$ cat src/rtl/fifo_serial_tx_pkg.sv
// Shared types and constants for the FIFO-fed serial transmitter.
// Parity support is selected with the FIFO_SERIAL_TX_PARITY_EN macro.
package fifo_serial_tx_pkg;

    typedef enum logic [2:0] {
        IDLE   = 3'd0,
        POP    = 3'd1,
        LOAD   = 3'd2,
        START  = 3'd3,
        DATA   = 3'd4,
        PARITY = 3'd5,
        STOP   = 3'd6
    } state_t;

    localparam int   CLK_DIV_DEFAULT = 16;
    localparam logic TX_IDLE         = 1'b1;

    // Width of the bit-timer down-counter, $clog2(CLK_DIV), never less than one bit.
    function automatic int timer_w(input int clk_div);
        return (clk_div > 2) ? $clog2(clk_div) : 1;
    endfunction

endpackage

$ cat src/rtl/fifo_serial_tx_bit_timer.sv
// CLK_DIV down-counter pacing one serial bit; tick is high while the count is zero.
// Loading restarts a full bit period of exactly CLK_DIV cycles.
module bit_timer
    import fifo_serial_tx_pkg::*;
#(
    parameter int CLK_DIV = CLK_DIV_DEFAULT
) (
    input  logic clk,
    input  logic rst,
    input  logic load,
    output logic tick
);

    localparam int            TW     = timer_w(CLK_DIV);
    localparam logic [TW-1:0] RELOAD = TW'(CLK_DIV - 1);

    logic [TW-1:0] count;

    // NOTE: sequential state is updated with non-blocking assignments only, so every
    // flop samples the pre-edge values of its neighbours regardless of process order.
    always_ff @(posedge clk or negedge rst) begin
        if (!rst) begin
            count <= '0;
        end else if (load) begin
            count <= RELOAD;
        end else if (count != '0) begin
            count <= count - 1'b1;
        end
    end

    assign tick = (count == '0);

endmodule

$ cat src/rtl/fifo_serial_tx.sv
// Pops words from the channel-data FIFO and sends each as a UART frame on tx.
// Define FIFO_SERIAL_TX_PARITY_EN to append an even-parity bit after the data bits.
module fifo_serial_tx
    import fifo_serial_tx_pkg::*;
#(
    parameter int WBITS     = 8,
    parameter int CLK_DIV   = CLK_DIV_DEFAULT,
    parameter int STOP_BITS = 1
) (
    input  logic             clk,
    input  logic             rst,
    input  logic             en,
    input  logic             fifo_empty,
    input  logic [WBITS-1:0] fifo_data,
    output logic             fifo_rd,
    output logic             tx,
    output logic             busy,
    output logic [15:0]      words_sent
);

    localparam int            IW        = $clog2(WBITS + 1);
    localparam logic [IW-1:0] LAST_DATA = IW'(WBITS - 1);
    localparam logic [IW-1:0] LAST_STOP = IW'(STOP_BITS - 1);

    state_t           state, state_nxt;
    logic [WBITS-1:0] shreg, shreg_nxt;
    logic [IW-1:0]    bit_idx, bit_idx_nxt;
    logic             tick;
    logic             timer_load;
    logic             frame_done;
    logic             fifo_rd_nxt;
    logic             tx_nxt;
    logic             busy_nxt;
`ifdef FIFO_SERIAL_TX_PARITY_EN
    logic             parity_bit;
`endif

    bit_timer #(.CLK_DIV(CLK_DIV)) u_bit_timer (
        .clk  (clk),
        .rst  (rst),
        .load (timer_load),
        .tick (tick)
    );

    // NOTE: every signal driven here gets a default first, so no path can leave one
    // unassigned and infer a latch.
    always_comb begin
        state_nxt   = state;
        shreg_nxt   = shreg;
        bit_idx_nxt = bit_idx;
        timer_load  = 1'b0;
        frame_done  = 1'b0;

        case (state)
            IDLE: begin
                if (en && !fifo_empty) state_nxt = POP;
            end
            POP: begin
                state_nxt = LOAD;
            end
            LOAD: begin
                shreg_nxt  = fifo_data;
                timer_load = 1'b1;
                state_nxt  = START;
            end
            START: begin
                if (tick) begin
                    timer_load = 1'b1;
                    state_nxt  = DATA;
                end
            end
            DATA: begin
                if (tick) begin
                    timer_load = 1'b1;
                    if (bit_idx == LAST_DATA) begin
                        bit_idx_nxt = '0;
`ifdef FIFO_SERIAL_TX_PARITY_EN
                        state_nxt   = PARITY;
`else
                        state_nxt   = STOP;
`endif
                    end else begin
                        bit_idx_nxt = bit_idx + 1'b1;
                        shreg_nxt   = shreg >> 1;
                    end
                end
            end
`ifdef FIFO_SERIAL_TX_PARITY_EN
            PARITY: begin
                if (tick) begin
                    timer_load = 1'b1;
                    state_nxt  = STOP;
                end
            end
`endif
            STOP: begin
                if (tick) begin
                    timer_load = 1'b1;
                    if (bit_idx == LAST_STOP) begin
                        bit_idx_nxt = '0;
                        frame_done  = 1'b1;
                        state_nxt   = IDLE;
                    end else begin
                        bit_idx_nxt = bit_idx + 1'b1;
                    end
                end
            end
            default: state_nxt = IDLE;
        endcase

        // Outputs are decoded from the next state so the registered copies line up
        // with the state they belong to.
        fifo_rd_nxt = (state_nxt == POP);
        busy_nxt    = (state_nxt != IDLE);
        case (state_nxt)
            START:   tx_nxt = 1'b0;
            DATA:    tx_nxt = shreg_nxt[0];
`ifdef FIFO_SERIAL_TX_PARITY_EN
            PARITY:  tx_nxt = parity_bit;
`endif
            default: tx_nxt = TX_IDLE;
        endcase
    end

    always_ff @(posedge clk or negedge rst) begin
        if (!rst) begin
            state      <= IDLE;
            shreg      <= '0;
            bit_idx    <= '0;
            fifo_rd    <= 1'b0;
            tx         <= TX_IDLE;
            busy       <= 1'b0;
            words_sent <= '0;
        end else begin
            state   <= state_nxt;
            shreg   <= shreg_nxt;
            bit_idx <= bit_idx_nxt;
            fifo_rd <= fifo_rd_nxt;
            tx      <= tx_nxt;
            busy    <= busy_nxt;
            if (frame_done) words_sent <= words_sent + 1'b1;
        end
    end

`ifdef FIFO_SERIAL_TX_PARITY_EN
    // The shift register is consumed during DATA, so parity is taken from the word at load time.
    always_ff @(posedge clk or negedge rst) begin
        if (!rst) begin
            parity_bit <= 1'b0;
        end else if (state == LOAD) begin
            parity_bit <= ^fifo_data;
        end
    end
`endif

endmodule
$ cat config.mk
export PLATFORM = sky130hd
export DESIGN_NAME = fifo_serial_tx
export DESIGN_NICKNAME = d
export VERILOG_FILES = /design/src/rtl/fifo_serial_tx_pkg.sv /design/src/rtl/fifo_serial_tx_bit_timer.sv /design/src/rtl/fifo_serial_tx.sv
export SDC_FILE = /design/constraint.sdc
export NUM_CORES = 1
export LEC_CHECK = 0
export BUFFER_PORTS_ARGS = -buffer_cell sky130_fd_sc_hd__buf_2
export CAP_MARGIN = 20
export CORE_UTILIZATION = 45
export CTS_CLUSTER_DIAMETER = 80
export DETAILED_ROUTE_END_ITERATION = 12
export PLACE_DENSITY = 0.69
export SYNTH_ARGS = -nofsm -noshare
export SYNTH_HDL_FRONTEND = slang
export SYNTH_SLANG_ARGS = --single-unit
$ cat constraint.sdc
create_clock -name clk -period 3.2 [get_ports clk]
set_clock_uncertainty 0.2 [all_clocks]
set_input_delay 0.16 -clock clk [delete_from_list [all_inputs] [get_ports clk]]
set_output_delay 0.16 -clock clk [all_outputs]
set_load 0.005 [all_outputs]
==> impl_metrics.json <==
{
  "slew_violations": 0,
  "crit_type": "flop to flop",
  "fin_util_pct": 56.8,
  "synth_top_cell_by_area": "dfrtp_1",
  "min_to": "fifo_rd",
  "path_cells": "inv_1 > ha_1 > or3b_1 > nor3_4 > and3_1 > nand3_1 > xnor2_1",
  "synth_top_family_by_area": "simple AND/OR/NAND/NOR gates",
  "worst_slack_ps": 622,
  "syn_nets": 195,
  "worst_hold_path.num_cells": 3,
  "setup_viol": 0,
  "synth-xor-area-share_pct": 7.17,
  "cts.sinks": 38,
  "antennaDiodeCount": 0,
  "num_vias": 1453,
  "power_mw": 0.838,
  "cts_max_path_buffers": 2,
  "worst_slew_pin_slew_ps": 853,
  "yosysTopAreaCellShare_pct": 47.8,
  "dp_slack_ps": 630,
  "synth.area.mux_share_pct": 1.68,
  "netlist_area_um2": 1940,
  "r2r-start": "u_bit_timer.count[0]",
  "area_growth_pct": 18.9,
  "cp_slowest_cell": "or3b_1",
  "hp-class": "input port to flop",
  "dp_cells": 256,
  "cp_top_family": "simple AND/OR/NAND/NOR gates",
  "worstPathArrival_ps": 2550,
  "tns_ps": 0,
  "synth_seq_cells": 38,
  "clkLatencyLatePin_ps": 280,
  "routedWlPerCell_um": 13.7,
  "pwr_density_cell_nw_per_um2": 364,
  "setup.worst_path.end_class": "flop",
  "portBuffers": 30,
  "period_share_pct": 80.6,
  "yosys_warnings": 0,
  "hold_viol": 0,
  "grt.total_usage_pct": 17.4,
  "drive_gt1_share_pct": 24.2,
  "p_leak_nw": 1.23,
  "drc": 0,
  "clk_pin_slew_ps": 80,
  "power_frac_comb_pct": 3.9,
  "cts_inserted_buffers": 5,
  "switching_share_pct": 21.9,
  "start_util_pct": 47.7,
  "relSlewSlack_pct": 43.1,
  "cp-start-kind": "flop",
  "path_buf_inv": 1,
  "synth_fa_ha_area_share_pct": 2.58,
  "mostFrequentLayoutCells": "dfrtp_1 (37), buf_2 (30), nand2_1 (19), nor2_1 (10)",
  "synth-seq-area-share_pct": 49.2,
  "worstSetupStartpoint": "u_bit_timer.count[0]",
  "critPathMaxFanout": 7,
  "fmax_ghz": 0.388,
  "yosys.area_share.simple_pct": 24.4,
  "postSynth.asyncResetShare_pct": 100,
  "ys_top_cells_by_area": "dfrtp_1 (48%), nand2_1 (3.7%), xnor2_1 (3.2%)",
  "fp.dieH_um": 67.6,
  "seqPwrFrac_pct": 58.3,
  "synthFlopType": "dfrtp_1",
  "fin_cells": 273,
  "rows": 23,
  "totalWireLength_um": 3750,
  "drt-pass1-iter-count": 4,
  "grt_max_degree": 39,
  "synth_edf_count": 0,
  "critPathMaxStageDelay_ps": 490,
  "required_ps": 3170,
  "r2r_cells": 7,
  "via_per_inst": 5.32,
  "synth_cells": 179,
  "min_from": "en",
  "gp_congestion": 0.846,
  "cts-root-buf": "clkbuf_8",
  "synth_compound_area_share_pct": 12.3,
  "final_nets": 238,
  "grt_pass1_wl_um": 5850,
  "grt_setup_unrepaired": "no",
  "design.core.area_um2": 4060,
  "io_pins": 31,
  "drtAntennaViolNets": 0,
  "power.share.clock_pct": 37.8,
  "synth.distinct_cells": 44,
  "drt_iter0_drc": 87,
  "post-route-min-period_ps": 2580,
  "tritoncts": "yes",
  "r2r-end": "words_sent[11]",
  "die_x_um": 67.6,
  "dieArea_um2": 4570,
  "final_common_cell": "dfrtp_1",
  "p_switching_mw": 0.183,
  "internal-power_mw": 0.654,
  "synth.avg_cell_area_um2": 10.8,
  "maxCapViolations": 0,
  "hpwl_um": 2620,
  "grt_pass1_vias": 1290,
  "rrSetupSlack_ps": 620,
  "status": "complete, no violations",
  "antenna_found_initial": 0,
  "peakVddDrop_uv": 183,
  "grt_overflow_total": 0,
  "htree_levels": 2
}
[tightest hold or removal path, delay by kind of cell]
family | cells | cell delay [ps]
simple gates | 2 | 250
buf+inv | 1 | 100
[how the worst max path moves through the flow]
stage / end / depth (start not counted)
4_1_cts: words_sent[11] / 7
2_1_floorplan: words_sent[5] / 9
3_5_place_dp: words_sent[15] / 7
5_1_grt: words_sent[11] / 7
3_3_place_gp: words_sent[15] / 7
6_report: words_sent[11] / 7
[Yosys cell counts (2+ instances only)]
library cell,n
nor3b_1,2
a21oi_1,4
inv_1,5
o31ai_1,2
nand3_2,2
xnor2_1,7
nor2_1,10
a21o_1,8
or3_1,2
ha_1,4
nand2b_1,3
clkbuf_1,2
nand3b_1,2
nor3_4,2
o311a_1,2
dfrtp_1,37
nor2b_1,4
and3_1,6
nand2_1,19
nand3_1,8
o21ai_0,9
nor3_1,4
mux2_2,2
a22o_1,6
xor2_1,7
buf_6,2
[kinds of logic after synthesis]
family,Yosys count
XOR/XNOR,15
multiplexers,3
buffers and inverters,10
AO/OA/AOI/OAI,34
adder cells (fa/ha/maj),4
AND/OR/NAND/NOR,75
flip-flops,38
[per-layer routing]
| layer | vias to the layer above | share of wire (%) | track usage (%) |
|---|---|---|---|
| met1 | 691 | 48 | 22.7 |
| met4 | 0 | 0.96 | 6.65 |
| met2 | 35 | 47 | 27.8 |
| li1 | 722 | - | - |
| met3 | 5 | 3.7 | 3.89 |
| met5 | - | 0 | 0 |
[final cells by class]
cell class              instances  area [µm²]
fillers                       354        1750
flip-flops and latches         38         952
multi-input cells             131         932
repair buffers                 41         255
clock inverters                 2        10.0
inverters                       5        18.8
clock buffers                   6        72.6
well taps                      50        62.6
[registers in the layout, summed over array words and instances, names as in the netlist]
name / count
bit_idx: 4
words_sent: 16
shreg: 8
u_bit_timer.count: 4
tx: 1
fifo_rd: 1
busy: 1
state: 3
[power by group through the flow]
stage	registers, mW	clock network, mW	logic [mW]
finish	0.488	0.316	0.0331
global route	0.489	0.349	0.0371
CTS	0.488	0.323	0.0337
detailed placement	0.497	0	0.0254
global placement	0.497	0	0.0250
floorplan	0.497	0	0.00728
[through the flow]
stage                     hold WS, ps  cell area, µm²
after CTS                        54.4            2300
after global routing             83.5            2300
after detailed placement          119            2130
after floorplan                  -336            1940
final                            70.9            2300
after global placement            109            2130
[what timing repair did]
action	in CTS	in global routing
endpoints found under the setup margin	0	0
hold buffers	9	0
endpoints found under the hold margin	46	0
buffers inserted	0	0
gates resized for setup	0	0
(Power assumes the default switching activity.)
